$ cat src/rtl/audio_det_pkg.sv
// Shared types and default constants for the audio level detector.
package audio_det_pkg;

  typedef enum logic [1:0] {
    IDLE      = 2'd0,
    LISTEN    = 2'd1,
    DETECTED  = 2'd2,
    RELEASING = 2'd3
  } det_state_t;

  localparam int unsigned DEF_WINDOW   = 4800;
  localparam logic [31:0] DEF_THRESH   = 32'd10000000;
  localparam int unsigned DEF_MIN_HITS = 2400;
  localparam int unsigned DEF_CONFIRM  = 3;
  localparam int unsigned DEF_RELEASE  = 5;

  function automatic int unsigned max_u(input int unsigned a, input int unsigned b);
    return (a > b) ? a : b;
  endfunction

endpackage

$ cat src/rtl/audio_abs_sat.sv
// Saturating two's-complement magnitude of one 32-bit audio sample.
module audio_abs_sat (
  input  logic [31:0] sample,
  output logic [30:0] mag
);

  always_comb begin
    if (sample == 32'h8000_0000)
      mag = 31'h7FFF_FFFF;
    else if (sample[31])
      mag = ~sample[30:0] + 31'd1;
    else
      mag = sample[30:0];
  end

endmodule

$ cat src/rtl/audio_level_detector.sv
// Windowed audio level detector with confirm/release hysteresis.
// Define AUDIO_DET_STEREO_EN to judge the louder of left/right instead of left only.
module audio_level_detector
  import audio_det_pkg::*;
#(
  parameter int unsigned WINDOW   = DEF_WINDOW,
  parameter logic [31:0] THRESH   = DEF_THRESH,
  parameter int unsigned MIN_HITS = DEF_MIN_HITS,
  parameter int unsigned CONFIRM  = DEF_CONFIRM,
  parameter int unsigned RELEASE  = DEF_RELEASE
) (
  input  logic        CLOCK_50,
  input  logic        reset,
  input  logic        enable,
  input  logic        audio_in_available,
  input  logic [31:0] left_channel_audio_in,
  input  logic [31:0] right_channel_audio_in,
  output logic        read_audio_in,
  output logic        detected,
  output logic        window_done,
  output logic [30:0] level
);

  localparam int unsigned SW = $clog2(WINDOW + 1);
  localparam int unsigned FW = $clog2(max_u(CONFIRM, RELEASE) + 1);

  logic          s1_valid;
  logic [31:0]   s1_left;
  logic          s2_valid;
  logic [30:0]   s2_mag;
  logic [30:0]   mag_left;
  logic [30:0]   mag_sel;

  logic [SW-1:0] sample_cnt;
  logic [SW-1:0] hit_cnt;
  logic [SW-1:0] hit_total;
  logic [30:0]   peak;
  logic [30:0]   peak_next;
  logic          hit;
  logic          last_sample;
  logic          win_pass;

  det_state_t    state;
  logic [FW-1:0] pass_cnt;
  logic [FW-1:0] fail_cnt;

  assign read_audio_in = audio_in_available & enable;

  audio_abs_sat u_abs_left (.sample(s1_left), .mag(mag_left));

`ifdef AUDIO_DET_STEREO_EN
  logic [31:0] s1_right;
  logic [30:0] mag_right;

  audio_abs_sat u_abs_right (.sample(s1_right), .mag(mag_right));

  // Ties go to the left channel.
  assign mag_sel = (mag_right > mag_left) ? mag_right : mag_left;

  always_ff @(posedge CLOCK_50 or posedge reset) begin
    if (reset)
      s1_right <= '0;
    else if (read_audio_in)
      s1_right <= right_channel_audio_in;
  end
`else
  logic unused_right;
  assign unused_right = ^right_channel_audio_in;
  assign mag_sel      = mag_left;
`endif

  always_ff @(posedge CLOCK_50 or posedge reset) begin
    if (reset) begin
      s1_valid <= 1'b0;
      s1_left  <= '0;
      s2_valid <= 1'b0;
      s2_mag   <= '0;
    end else if (!enable) begin
      s1_valid <= 1'b0;
      s2_valid <= 1'b0;
    end else begin
      s1_valid <= read_audio_in;
      if (read_audio_in)
        s1_left <= left_channel_audio_in;
      s2_valid <= s1_valid;
      if (s1_valid)
        s2_mag <= mag_sel;
    end
  end

  assign hit         = ({1'b0, s2_mag} > THRESH);
  assign hit_total   = hit_cnt + SW'(hit);
  assign peak_next   = (s2_mag > peak) ? s2_mag : peak;
  assign last_sample = (32'(sample_cnt) == WINDOW - 1);

  // The closing sample is folded into the window result before the counters clear.
  always_ff @(posedge CLOCK_50 or posedge reset) begin
    if (reset) begin
      sample_cnt  <= '0;
      hit_cnt     <= '0;
      peak        <= '0;
      level       <= '0;
      window_done <= 1'b0;
      win_pass    <= 1'b0;
    end else begin
      window_done <= 1'b0;
      if (!enable) begin
        sample_cnt <= '0;
        hit_cnt    <= '0;
        peak       <= '0;
        win_pass   <= 1'b0;
      end else if (s2_valid) begin
        if (last_sample) begin
          sample_cnt  <= '0;
          hit_cnt     <= '0;
          peak        <= '0;
          level       <= peak_next;
          window_done <= 1'b1;
          win_pass    <= (32'(hit_total) >= MIN_HITS);
        end else begin
          sample_cnt <= sample_cnt + SW'(1);
          hit_cnt    <= hit_total;
          peak       <= peak_next;
        end
      end
    end
  end

  // state     | meaning
  // IDLE      | disabled, waiting for enable
  // LISTEN    | counting consecutive passing windows toward CONFIRM
  // DETECTED  | sound present, no failing window pending
  // RELEASING | sound present, counting consecutive failing windows toward RELEASE
  always_ff @(posedge CLOCK_50 or posedge reset) begin
    if (reset) begin
      state    <= IDLE;
      pass_cnt <= '0;
      fail_cnt <= '0;
      detected <= 1'b0;
    end else if (!enable) begin
      state    <= IDLE;
      pass_cnt <= '0;
      fail_cnt <= '0;
      detected <= 1'b0;
    end else begin
      case (state)
        IDLE: state <= LISTEN;
        LISTEN: begin
          if (window_done) begin
            if (!win_pass) begin
              pass_cnt <= '0;
            end else if (pass_cnt + FW'(1) >= FW'(CONFIRM)) begin
              state    <= DETECTED;
              pass_cnt <= '0;
              detected <= 1'b1;
            end else begin
              pass_cnt <= pass_cnt + FW'(1);
            end
          end
        end
        DETECTED: begin
          if (window_done && !win_pass) begin
            if (FW'(1) >= FW'(RELEASE)) begin
              state    <= LISTEN;
              detected <= 1'b0;
            end else begin
              state    <= RELEASING;
              fail_cnt <= FW'(1);
            end
          end
        end
        RELEASING: begin
          if (window_done) begin
            if (win_pass) begin
              state    <= DETECTED;
              fail_cnt <= '0;
            end else if (fail_cnt + FW'(1) >= FW'(RELEASE)) begin
              state    <= LISTEN;
              fail_cnt <= '0;
              detected <= 1'b0;
            end else begin
              fail_cnt <= fail_cnt + FW'(1);
            end
          end
        end
        default: state <= IDLE;
      endcase
    end
  end

endmodule

$ cat config.mk
export PLATFORM = sky130hd
export DESIGN_NAME = audio_level_detector
export DESIGN_NICKNAME = d
export VERILOG_FILES = /design/src/rtl/audio_det_pkg.sv /design/src/rtl/audio_abs_sat.sv /design/src/rtl/audio_level_detector.sv
export SDC_FILE = /design/constraint.sdc
export NUM_CORES = 1
export LEC_CHECK = 0
export CAP_MARGIN = 20
export CORE_ASPECT_RATIO = 0.5
export CORE_MARGIN = 4
export CORE_UTILIZATION = 30
export DETAILED_ROUTE_END_ITERATION = 10
export GPL_TIMING_DRIVEN = 0
export PLACE_DENSITY_LB_ADDON = 0.05
export SETUP_SLACK_MARGIN = 0.2
export SLEW_MARGIN = 20
export SYNTH_ARGS = -nofsm -noshare
export SYNTH_HDL_FRONTEND = slang
export SYNTH_SLANG_ARGS = --single-unit
$ cat constraint.sdc
create_clock -name CLOCK_50 -period 6.98 [get_ports CLOCK_50]
set_input_delay 1.396 -clock CLOCK_50 [delete_from_list [all_inputs] [get_ports CLOCK_50]]
set_output_delay 1.396 -clock CLOCK_50 [all_outputs]
set_load 0.02 [all_outputs]
======== Word level (Yosys, flattened, before mapping) ========
Cells that the tools add are included.
storage, ports and cells
  flip-flop bits (word level) ............. 164
  input port bits ......................... 68
operators by class
  bitwise gates (word level) .............. 2
  eq/ne operators ......................... 19
  magnitude comparators ................... 5
  mux-type cells .......................... 48
  reductions and logical operators ........ 11
  add/sub/neg operators ................... 5
operators with widths
  kind                                                                      count
  31-bit two-way mux                                                        6
  13-bit two-way mux                                                        6
  32-bit equality test (second input constant)                              1
  31-bit by 1-bit adder with 31-bit output (second input constant)          1
  31-bit by 24-bit > comparator with 1-bit output (second input constant)   1
  31-bit > comparator                                                       1
  31-bit NOT                                                                1
  3-bit two-way mux                                                         10
  3-bit != test (second input constant)                                     7
  2-bit two-way mux                                                         8
  1-bit two-way mux                                                         15
  13-bit by 1-bit adder with 13-bit output                                  1
  13-bit by 1-bit adder with 13-bit output (second input constant)          1
  13-bit equality test (second input constant)                              1
  13-bit by 12-bit >= comparator with 1-bit output (second input constant)  1
  2-bit by 1-bit != test with 1-bit output (second input constant)          4
  2-bit case mux with 4 select lines                                        1
  2-bit AND reduction                                                       4
  7-bit AND reduction                                                       1
  3-bit by 1-bit adder with 3-bit output (second input constant)            2
  3-bit by 1-bit != test with 1-bit output (second input constant)          2
  3-bit case mux with 2 select lines                                        1
  3-bit AND reduction                                                       2
  6-bit AND reduction                                                       1
  other kinds (10)                                                          11

======== Longest topological paths before layout ========
Gate-level depths: netlist of the first run.
  word-level depth ........................ 7
  depth in mapped cells ................... 14

======== By module ========
From an unflattened synthesis of the first run, not the netlist that was laid out.
second synthesis, totals
  cell total of the unflattened synthesis .. 908
  area, all modules ....................... 9006.1 µm²
modules (own cells, without submodules)
  module                sequential area each (µm²)  times used  cells an instance  area an instance (µm²)
  audio_level_detector  4103.9                      1           734                7993.9
  audio_abs_sat         0.0                         1           174                1012.2

======== Worst setup path after synthesis of the first run ========
Ideal clock, no wire load.
  path type ............................... input port to output port
  from .................................... input port enable
  to ...................................... output port read_audio_in
  arrival time ............................ 2252 ps
  stages on the path ...................... 4
  path slack .............................. 3332 ps
  cell sequence ........................... clkbuf_1 -> nand2_1 -> clkbuf_1 -> inv_1
between the ends
  cells in the longest elaborated chain, start to end .. 1
RTL lines
  element            RTL line                    text
  from (decl)        audio_level_detector.sv:14  input logic enable,
  1-bit bitwise AND  audio_level_detector.sv:47  assign read_audio_in = audio_in_available & enable;
  to (decl)          audio_level_detector.sv:18  output logic read_audio_in,
No other way between the ends.

======== Worst setup path after layout of the first run ========
Same ends and word-level chain as after synthesis.

==> flow_metrics.py, run 1 <==
metrics = {
    "final_layout": {
        "layout.core_utilization": 0.371,
        "area_growth_syn_to_layout_pct": 20.8,
        "finish.cell_count_without_fillers": 1349,
        "num-nets-final": 1061,
        "layout-drive-gt1-share": 0.0859,
        "layout_common_cells": "164 x sky130_fd_sc_hd__dfrtp_1, 71 x sky130_fd_sc_hd__nand2_1, 69 x sky130_fd_sc_hd__clkdlybuf4s50_1",
        "final_common_cell": "sky130_fd_sc_hd__dfrtp_1",
    },
    "critical_path": {
        "cpMaxStageDelayCell": "sky130_fd_sc_hd__clkdlybuf4s50_1",
        "r2r.worst_path.cells": 14,
        "worstReg2RegStart": "s2_mag[1]$_DFFE_PP0P_",
        "timing.critical_path.to_type": "primary output",
        "timing.critical_path.cells": "clkdlybuf4s50_1 > clkbuf_1 > nand2_1 > clkbuf_1 > inv_1 > clkdlybuf4s50_1",
        "crit_path_start_kind": "input pin",
        "timing.rr.end": "win_pass$_DFFE_PP0P_",
        "crit_fanout": 10,
        "critPathArrivalTime_ns": 4.17,
        "timing.critical_path.slowest_cell_delay_ns": 0.72,
        "worst-endpoint-required_ns": 5.58,
        "worst-r2r-setup-slack_ns": 3.17,
        "timing_worst_setup_path_type": "in -> out",
    },
    "route": {
        "via_per_inst": 5.11,
        "vias": 6893,
        "drtPass1Iterations": 5,
        "drc": 0,
        "drt_first_iter_violations": 528,
        "finalWirelength_um": 24700,
        "post_drt_wl_per_cell_um": 18.3,
        "ant_nets": 0,
    },
    "power": {
        "switching_share": 0.335,
        "ir_worst_vdd_v": 0.000179,
        "power_density_mw_per_mm2": 258,
        "pwr-share-clk": 0.354,
        "portion_of_total_power_attributed_to_sequential_cells": 0.454,
        "internal_power_mw": 1.77,
        "p_leak_nw": 4.25,
        "power_switching_uw": 894,
        "comb_power_share": 0.192,
    },
    "floorplanning": {
        "std_cell_rows": 43,
        "floorplan_die_area_sq_mm": 0.0315,
        "start_util": 0.307,
        "die_w_um": 247,
        "io-pin-count": 102,
        "die_h_um": 127,
        "placeableCoreArea_sq_mm": 0.0279,
    },
    "sta": {
        "setup_repair_after_global_routing_missed_its_margin": "no",
        "finalCritPeriodShare": 0.797,
        "slew_headroom": 0.548,
        "tightestPinTransition_ns": 0.671,
        "final_period_minus_worst_setup_slack_ns": 5.56,
        "fmax_ghz": 0.180,
        "final_max_slew_viol_count": 0,
        "finalClockSkew_ns": 0.00896,
        "timing.final.hold_violations": 0,
        "final-setup-viol-count": 0,
    },
    "synthesis": {
        "synth_area_leader_cell": "sky130_fd_sc_hd__dfrtp_1",
        "synth_cells": 864,
        "synth_top_family_by_area": "compound AO/OA/AOI/OAI gates",
        "synth_cell_type_count": 59,
        "simple_gate_share_of_the_synthesized_area": 0.164,
        "synthesis.area_per_instance_sq_um": 9.92,
        "ys_async_sr_fraction": 1.00,
        "synth_xor_area_frac": 0.0470,
        "synth-seq-cells": 164,
        "synth_mux_area_frac": 0.0393,
        "synth_ff_type": "sky130_fd_sc_hd__dfrtp_1",
        "synth_area_leaders": "sky130_fd_sc_hd__dfrtp_1 48%, sky130_fd_sc_hd__ha_1 5.8%, sky130_fd_sc_hd__xor2_1 4.3%",
        "synth-warning-count": 0,
        "synth_top_cell_area_share": 0.479,
        "synth-compound-area-share": 0.168,
        "synth.cell_area_sq_mm": 0.00857,
        "synth-adder-area-share": 0.0584,
        "synth-edff-count": 0,
        "seq_area_frac_synth": 0.479,
        "mappedNetlistNets": 972,
    },
    "clocking": {
        "clock_latency_ns": 0.45,
        "cts_inserted_buffers": 17,
        "cts_setup_buffers": 0,
        "post_cts.resized_instances": 0,
        "cts_buffer_depth": 2,
        "clock_root_buffer": "sky130_fd_sc_hd__clkbuf_16",
        "clk_pin_slew_worst_paths_ns": 0.07,
        "maximum_level_of_the_cts_h_tree": 4,
        "cts_tree": "done",
        "clock_sink_count": 164,
        "holdBufCountCts": 0,
    },
    "global_route": {
        "grt_max_degree": 97,
        "number_of_antenna_violations_at_the_first_check_in_global_routing": 0,
        "grt_pass1_wl_um": 40200,
        "globalRouteTotalUtil": 0.165,
        "vias_in_the_first_global_route": 7027,
        "gr-total-overflow": 0,
    },
    "min_path": {
        "hold_class": "reg -> reg",
        "worstHoldPathCells": 2,
        "hold_start": "level[11]$_DFFE_PP0P_",
        "timing.hold.worst_endpoint": "level[11]$_DFFE_PP0P_",
    },
    "place": {
        "io_buffers": 69,
        "gp_congestion": 0.800,
        "dp_cells": 1316,
        "place.detailed.hpwl_um": 18000,
    },
    "outcome": {
        "status": "finished clean",
    },
    "run": {
        "maxCapViolations": 0,
    },
}
==> through the flow <==
| stage | TNS [ns] | setup WS [ns] | power (mW) | cell area [sq um] | hold slack [ns] |
|---|---|---|---|---|---|
| global placement | -260.15 | -1.61 | 1.73 | 9740 | 0.482 |
| floorplan | 0 | 1.15 | 1.53 | 8570 | 0.470 |
| detailed placement | 0 | 1.44 | 1.74 | 9770 | 0.479 |
| finish | 0 | 1.42 | 2.67 | 10400 | 0.486 |
| global route | 0 | 1.27 | 2.84 | 10300 | 0.518 |
| CTS | 0 | 1.42 | 2.70 | 10300 | 0.494 |
==> power by group through the flow <==
stage | clock network, mW | registers, mW | logic (mW)
6_report | 0.945 | 1.21 | 0.511
5_1_grt | 1.02 | 1.23 | 0.585
4_1_cts | 0.975 | 1.21 | 0.516
3_5_place_dp | 0 | 1.23 | 0.513
3_3_place_gp | 0 | 1.23 | 0.507
2_1_floorplan | 0 | 1.16 | 0.369
==> cells in the mapped netlist, types with 3 or more instances <==
cell                       count
sky130_fd_sc_hd__a21o_1        3
sky130_fd_sc_hd__a21oi_1      48
sky130_fd_sc_hd__a21oi_2       5
sky130_fd_sc_hd__a22o_1       35
sky130_fd_sc_hd__a31oi_1       4
sky130_fd_sc_hd__and3_1        6
sky130_fd_sc_hd__buf_1         8
sky130_fd_sc_hd__buf_6         3
sky130_fd_sc_hd__clkbuf_1     36
sky130_fd_sc_hd__dfrtp_1     164
sky130_fd_sc_hd__ha_1         40
sky130_fd_sc_hd__inv_1        47
sky130_fd_sc_hd__mux2_2       29
sky130_fd_sc_hd__nand2_1      71
sky130_fd_sc_hd__nand2b_1      3
sky130_fd_sc_hd__nand3_1      49
sky130_fd_sc_hd__nand3b_1      3
sky130_fd_sc_hd__nand4_1      48
sky130_fd_sc_hd__nor2_1       60
sky130_fd_sc_hd__nor3_1        8
sky130_fd_sc_hd__nor4_1        7
sky130_fd_sc_hd__nor4bb_1      3
sky130_fd_sc_hd__o211ai_1     35
sky130_fd_sc_hd__o21a_1        5
sky130_fd_sc_hd__o21ai_0      37
sky130_fd_sc_hd__o31ai_1      12
sky130_fd_sc_hd__o41ai_1       5
sky130_fd_sc_hd__or3_1         3
sky130_fd_sc_hd__or4_1         3
sky130_fd_sc_hd__xnor2_1       4
sky130_fd_sc_hd__xor2_1       42
==> area by class of cell <==
type | instances | area [sq um]
Timing Repair Buffer | 70 | 718
Tap cell | 382 | 478
Antenna cell | 1 | 2.50
Clock buffer | 19 | 453
Inverter | 48 | 188
Fill cell | 2873 | 17600
Sequential cell | 164 | 4100
Multi-Input combinational cell | 605 | 4080
Clock inverter | 13 | 126
Buffer | 47 | 199
==> how the worst max path moves through the flow <==
| stage | from | endpoint | cells after the start |
|---|---|---|---|
| 2_1_floorplan | reset | detected$_DFFE_PP0P_ | 1 |
| 3_3_place_gp | reset | s1_left[13]$_DFFE_PP0P_ | 2 |
| 3_5_place_dp | enable | read_audio_in | 6 |
| 4_1_cts | enable | read_audio_in | 6 |
| 5_1_grt | enable | read_audio_in | 6 |
| 6_report | enable | read_audio_in | 6 |
==> routing by layer <==
metal,wire length [um],part of all wire,GRT usage
met5,0,0,0
met4,374,0.015,0.0513
met3,968,0.039,0.0384
met2,10700,0.43,0.245
met1,12600,0.51,0.238
==> worst max-delay path: cells and delay by family <==
family / cells / cell delay [ns]
AND/OR/NAND/NOR: 1 / 0.37
buffers and inverters: 5 / 2.39
==> logic make-up after synthesis <==
group                      count (synthesis)
AOI/OAI and AO/OA                        209
adders and majority gates                 40
DFF                                      164
buffers and inverters                     95
and+or+nand+nor                          280
xor gates and xnor gates                  46
muxes                                     30
==> registers in the layout, indices dropped and copies added, names as in the netlist <==
name,count
win_pass,1
s2_valid,1
s1_left,32
s1_valid,1
state,2
fail_cnt,3
detected,1
window_done,1
peak,31
hit_cnt,13
pass_cnt,3
sample_cnt,13
level,31
s2_mag,31
(Power assumes the default switching activity.)
==> inputs of run 2 (changes only) <==
==> constraint.sdc (replaced) <==
create_clock -name CLOCK_50 -period 5 [get_ports CLOCK_50]
set_input_delay 1 -clock CLOCK_50 [delete_from_list [all_inputs] [get_ports CLOCK_50]]
set_output_delay 1 -clock CLOCK_50 [all_outputs]
set_load 0.02 [all_outputs]
==> flow_metrics.py, run 2 (synthesis results as in run 1) <==
metrics = {
    "outcome": {
        "status": "finished clean",
    },
    "clocking": {
        "holdBufCountCts": 0,
        "cts_buffer_depth": 2,
        "maximum_level_of_the_cts_h_tree": 4,
        "clock_latency_ns": 0.45,
        "clock_sink_count": 164,
        "cts_tree": "done",
        "clk_pin_slew_worst_paths_ns": 0.07,
        "clock_root_buffer": "sky130_fd_sc_hd__clkbuf_16",
        "cts_inserted_buffers": 17,
    },
    "sta": {
        "fin_tns_setup_ns": 0,
        "final_max_slew_viol_count": 0,
        "finalClockSkew_ns": 0.0136,
        "final_hold_slack_ns": 0.485,
        "finalCritPeriodShare": 0.914,
        "tightestPinTransition_ns": 0.756,
        "timing.final.hold_violations": 0,
        "fmax_ghz": 0.219,
        "final-setup-viol-count": 0,
        "final_period_minus_worst_setup_slack_ns": 4.57,
        "slew_headroom": 0.491,
        "setup_repair_after_global_routing_missed_its_margin": "no",
    },
    "min_path": {
        "worstHoldPathCells": 2,
        "hold_class": "reg -> reg",
    },
    "global_route": {
        "gr-total-overflow": 0,
        "vias_in_the_first_global_route": 6937,
        "number_of_antenna_violations_at_the_first_check_in_global_routing": 0,
        "globalRouteTotalUtil": 0.165,
        "grt_max_degree": 32,
        "grt_pass1_wl_um": 40100,
    },
    "place": {
        "gp_congestion": 0.809,
        "io_buffers": 69,
        "place.detailed.hpwl_um": 18600,
    },
    "power": {
        "power_density_mw_per_mm2": 359,
        "ir_worst_vdd_v": 0.000259,
        "pwr-share-clk": 0.354,
        "p_leak_nw": 4.30,
        "portion_of_total_power_attributed_to_sequential_cells": 0.451,
        "internal_power_mw": 2.52,
        "power_switching_mw": 1.23,
        "switching_share": 0.328,
        "comb_power_share": 0.194,
    },
    "final_layout": {
        "area_growth_syn_to_layout_pct": 21.9,
        "layout-drive-gt1-share": 0.0887,
        "num-nets-final": 1066,
        "final_common_cell": "sky130_fd_sc_hd__dfrtp_1",
        "largest_register_ffs": 32,
        "layout_common_cells": "164 x sky130_fd_sc_hd__dfrtp_1, 71 x sky130_fd_sc_hd__nand2_1, 69 x sky130_fd_sc_hd__clkdlybuf4s50_1",
        "largest_register": "s1_left",
        "antenna_cells_inserted": 0,
    },
    "route": {
        "ant_nets": 0,
        "finalWirelength_um": 24900,
        "post_drt_wl_per_cell_um": 18.4,
        "drtPass1Iterations": 5,
        "drt_first_iter_violations": 482,
        "vias": 6928,
        "via_per_inst": 5.12,
        "drc": 0,
    },
    "floorplanning": {
        "start_util": 0.307,
        "std_cell_rows": 43,
        "die_h_um": 127,
        "die_w_um": 247,
        "placeableCoreArea_sq_mm": 0.0279,
        "floorplan_die_area_sq_mm": 0.0315,
        "io-pin-count": 102,
    },
    "critical_path": {
        "crit_fanout": 10,
        "timing_worst_setup_path_type": "in -> out",
        "timing.rr.end": "win_pass$_DFFE_PP0P_",
        "crit_path_start_kind": "input pin",
        "r2r.worst_path.cells": 13,
        "timing.critical_path.to_type": "primary output",
        "worst-endpoint-required_ns": 4.00,
        "worst-r2r-setup-slack_ns": 1.15,
        "worstSetupEndpoint": "read_audio_in",
        "timing.critical_path.from": "enable",
        "critPathArrivalTime_ns": 3.57,
        "worstReg2RegStart": "s2_mag[1]$_DFFE_PP0P_",
    },
    "run": {
        "maxCapViolations": 0,
    },
}
[run 2: layout make-up]
cell class,count,area [sq um]
Tap cell,382,478
Timing Repair Buffer,75,818
Multi-Input combinational cell,605,4080
Fill cell,2862,17500
Clock inverter,11,128
Buffer,47,200
Inverter,48,184
Clock buffer,20,447
Sequential cell,164,4100
[run 2: worst min path at each step]
stage                                  startpoint                 endpoint  slack, ns
after global routing        level[11]$_DFFE_PP0P_    level[11]$_DFFE_PP0P_       0.51
final                       level[10]$_DFFE_PP0P_    level[10]$_DFFE_PP0P_       0.49
after floorplan           hit_cnt[12]$_DFFE_PP0P_  hit_cnt[12]$_DFFE_PP0P_       0.47
after CTS                   level[14]$_DFFE_PP0P_    level[14]$_DFFE_PP0P_       0.50
after detailed placement    level[14]$_DFFE_PP0P_    level[14]$_DFFE_PP0P_       0.48
after global placement      level[10]$_DFFE_PP0P_    level[10]$_DFFE_PP0P_       0.47
[run 2: worst max-delay path, cell delays in order]
cell                              delay, ns
sky130_fd_sc_hd__clkdlybuf4s50_1       0.61
sky130_fd_sc_hd__clkbuf_2              0.30
sky130_fd_sc_hd__nand2_1               0.33
sky130_fd_sc_hd__clkbuf_1              0.48
sky130_fd_sc_hd__inv_1                 0.24
sky130_fd_sc_hd__clkdlybuf4s50_1       0.60
[run 2: power groups by stage]
stage,Clock (mW),Combinational [mW],Sequential (mW)
CTS,1.37,0.733,1.69
floorplan,0,0.515,1.62
detailed placement,0,0.726,1.71
global route,1.42,0.835,1.72
finish,1.33,0.727,1.69
global placement,0,0.708,1.71
[run 2: layer usage]
layer | global-route usage | share of wire
met5 | 0 | 0
met2 | 0.238 | 0.43
met3 | 0.0357 | 0.042
met1 | 0.248 | 0.51
met4 | 0.0453 | 0.015
[run 2: timing repair]
action,in CTS,in global routing
setup buffers,0,0
setup endpoints to repair,0,1
gates resized for setup,0,2
[run 2: per-stage QoR]
step                      std cells  utilization  cell area (sq um)  setup WS (ns)  total power, mW
after floorplan                 864            -               8570           1.92             2.13
after global placement         1315        0.349               9740          0.214             2.42
after detailed placement       1321        0.353               9870          0.206             2.44
after CTS                      1352        0.374              10400          0.203             3.79
after global routing           1352        0.374              10400          0.256             3.97
final                          1352        0.374              10400          0.430             3.74
==> inputs of run 3 (changes only) <==
--- a/config.mk
+++ b/config.mk
@@ -16,4 +16,5 @@
 export SLEW_MARGIN = 20
 export SYNTH_ARGS = -nofsm -noshare
 export SYNTH_HDL_FRONTEND = slang
+export SYNTH_HIERARCHICAL = 1
 export SYNTH_SLANG_ARGS = --single-unit
==> flow_metrics.py, run 3 <==
metrics = {
    "floorplanning": {
        "start_util": 0.308,
        "floorplan_die_area_sq_mm": 0.0330,
        "die_h_um": 131,
        "io-pin-count": 102,
        "die_w_um": 253,
        "placeableCoreArea_sq_mm": 0.0293,
        "std_cell_rows": 44,
    },
    "global_route": {
        "grt_max_degree": 33,
        "grt_pass1_wl_um": 40700,
        "globalRouteTotalUtil": 0.157,
        "vias_in_the_first_global_route": 7391,
        "number_of_antenna_violations_at_the_first_check_in_global_routing": 0,
        "gr-total-overflow": 0,
    },
    "critical_path": {
        "worstReg2RegStart": "s2_mag[1]$_DFFE_PP0P_",
        "worst_path_most_repeated_cell": "sky130_fd_sc_hd__clkdlybuf4s50_1",
        "crit_fanout": 10,
        "cpMaxStageDelayCell": "sky130_fd_sc_hd__clkdlybuf4s50_1",
        "timing.critical_path.slowest_cell_delay_ns": 0.59,
        "critPathArrivalTime_ns": 3.53,
        "timing.critical_path.to_type": "primary output",
        "timing.critical_path.from": "enable",
        "timing_worst_setup_path_type": "in -> out",
        "worst-endpoint-required_ns": 4.00,
        "timing.critical_path.cells": "clkdlybuf4s50_1 > clkbuf_2 > nand2_1 > buf_1 > inv_1 > clkdlybuf4s50_1",
        "crit_path_start_kind": "input pin",
    },
    "sta": {
        "final_period_minus_worst_setup_slack_ns": 4.53,
        "finalClockSkew_ns": 0.0121,
        "postLayoutSetupSlackWorst_ns": 0.469,
        "slew_headroom": 0.357,
        "timing.final.hold_violations": 0,
        "setup_repair_after_global_routing_missed_its_margin": "no",
        "fin_tns_setup_ns": 0,
        "finalCritPeriodShare": 0.906,
        "fmax_ghz": 0.221,
        "final-setup-viol-count": 0,
        "final_max_slew_viol_count": 0,
        "tightestPinTransition_ns": 0.960,
    },
    "route": {
        "drc": 0,
        "drtPass1Iterations": 5,
        "post_drt_wl_per_cell_um": 17.8,
        "drt_first_iter_violations": 404,
        "vias": 7395,
        "finalWirelength_um": 25100,
        "via_per_inst": 5.26,
        "ant_nets": 0,
    },
    "clocking": {
        "cts_tree": "done",
        "maximum_level_of_the_cts_h_tree": 4,
        "cts_buffer_depth": 2,
        "clock_sink_count": 164,
        "clock_latency_ns": 0.44,
        "cts_inserted_buffers": 17,
        "clk_pin_slew_worst_paths_ns": 0.07,
        "holdBufCountCts": 0,
        "clock_root_buffer": "sky130_fd_sc_hd__clkbuf_16",
    },
    "final_layout": {
        "final_common_cell": "sky130_fd_sc_hd__dfrtp_1",
        "fillers": 2930,
        "largest_register_ffs": 32,
        "area_growth_syn_to_layout_pct": 21.9,
        "layout_common_cells": "164 x sky130_fd_sc_hd__dfrtp_1, 76 x sky130_fd_sc_hd__nand2_1, 69 x sky130_fd_sc_hd__clkdlybuf4s50_1",
        "multiInputGateArea_sq_mm": 0.00446,
        "register_area_sq_mm": 0.00410,
        "largest_register": "s1_left",
        "num-nets-final": 1111,
        "layout-drive-gt1-share": 0.140,
        "antenna_cells_inserted": 0,
    },
    "power": {
        "p_leak_nw": 4.51,
        "power.total_mw": 3.94,
        "ir_worst_vdd_v": 0.000243,
        "power_density_mw_per_mm2": 359,
    },
    "synthesis": {
        "synth.cell_area_sq_mm": 0.00901,
        "synth_ff_type": "sky130_fd_sc_hd__dfrtp_1",
        "synth_area_leader_cell": "sky130_fd_sc_hd__dfrtp_1",
        "synthesis.area_per_instance_sq_um": 9.92,
        "yosysMostFrequentCell": "sky130_fd_sc_hd__dfrtp_1",
        "synth-edff-count": 0,
        "synth_cell_type_count": 67,
        "ys_async_sr_fraction": 1.00,
        "seq_area_frac_synth": 0.456,
        "synth-warning-count": 6,
        "synth_top_cell_area_share": 0.456,
        "synth_area_leaders": "sky130_fd_sc_hd__dfrtp_1 46%, sky130_fd_sc_hd__mux2_2 7.6%, sky130_fd_sc_hd__ha_1 5.6%",
        "synth_cells": 908,
        "mappedNetlistNets": 1016,
        "synthTopCellsByCount": "164 x sky130_fd_sc_hd__dfrtp_1, 76 x sky130_fd_sc_hd__nand2_1, 61 x sky130_fd_sc_hd__mux2_2, 55 x sky130_fd_sc_hd__nand3_1, 51 x sky130_fd_sc_hd__nor2_1",
        "synth-seq-cells": 164,
    },
    "place": {
        "gp_congestion": 0.860,
        "io_buffers": 69,
        "place_worst_setup_slack_ns": 0.163,
        "place.detailed.hpwl_um": 18900,
    },
    "outcome": {
        "status": "finished clean",
    },
    "min_path": {
        "hold_class": "reg -> reg",
        "hold_start": "level[11]$_DFFE_PP0P_",
    },
    "run": {
        "maxCapViolations": 0,
    },
}
-- run 3: cell count changes after synthesis, sizes merged, moves of 7 or more --
cell / change
clkbuf: -10
a21oi: -19
xor2: -29
nor3: +10
buf: +16
o21ai: +7
nor2: -9
a31oi: +10
nand3: +7
mux2: +32
-- run 3: repair_timing --
action,CTS,global route
gates resized for setup,1,0
buffers inserted,0,0
endpoints found under the setup margin,1,0
-- run 3: critical path: cells and delay by family --
| kind | cells | cell delay (ns) |
|---|---|---|
| buffers and inverters | 5 | 2.21 |
| and+or+nand+nor | 1 | 0.32 |
-- run 3: logic make-up after synthesis --
family | after synthesis | share of synthesized area
buffers and inverters | 103 | 0.0502
multiplexers | 62 | 0.0774
flip-flops | 164 | 0.456
AND/OR/NAND/NOR | 314 | 0.184
AO/OA/AOI/OAI | 206 | 0.159
XOR/XNOR | 19 | 0.0185
adder cells (fa/ha/maj) | 40 | 0.0556
-- run 3: where the power goes --
part	switching [mW]	total, mW	internal, mW
combinational	0.448	0.806	0.357
sequential	0.232	1.71	1.47
clock	0.558	1.43	0.874
-- run 3: worst paths after layout --
kind                                      endpoint  slack [ns]  cells past startpoint
min in group asynchronous  hit_cnt[10]$_DFFE_PP0P_        0.94                      2
min                          level[11]$_DFFE_PP0P_        0.48                      2
min reg2reg                  level[11]$_DFFE_PP0P_        0.48                      2
max reg2reg                   win_pass$_DFFE_PP0P_        1.00                     14
max in group asynchronous   s1_left[8]$_DFFE_PP0P_        3.16                      5
max                                  read_audio_in        0.47                      6
-- run 3: stage by stage --
stage / hold WS, ns / std cells / instance area (sq um) / util
finish: 0.484 / 1407 / 11000 / 0.375
global route: 0.513 / 1407 / 11000 / 0.375
CTS: 0.492 / 1407 / 11000 / 0.375
detailed placement: 0.479 / 1375 / 10300 / 0.353
global placement: 0.473 / 1368 / 10200 / 0.348
floorplan: 0.469 / 908 / 9010 / -
-- run 3: cell type report --
type,count,area share
Multi-Input combinational cell,641,0.406
Timing Repair Buffer,76,0.0766
Buffer,53,0.0242
Clock inverter,9,0.0137
Sequential cell,164,0.374
Tap cell,391,0.0446
Inverter,50,0.0174
Clock buffer,23,0.0435
-- run 3: routing by layer --
| layer | track usage | share of wire | up-vias |
|---|---|---|---|
| met5 | 0 | 0 | - |
| met1 | 0.224 | 0.51 | 3683 |
| met3 | 0.0439 | 0.045 | 11 |
| met4 | 0.0395 | 0.0092 | 0 |
| met2 | 0.237 | 0.43 | 133 |
| li1 | - | - | 3568 |
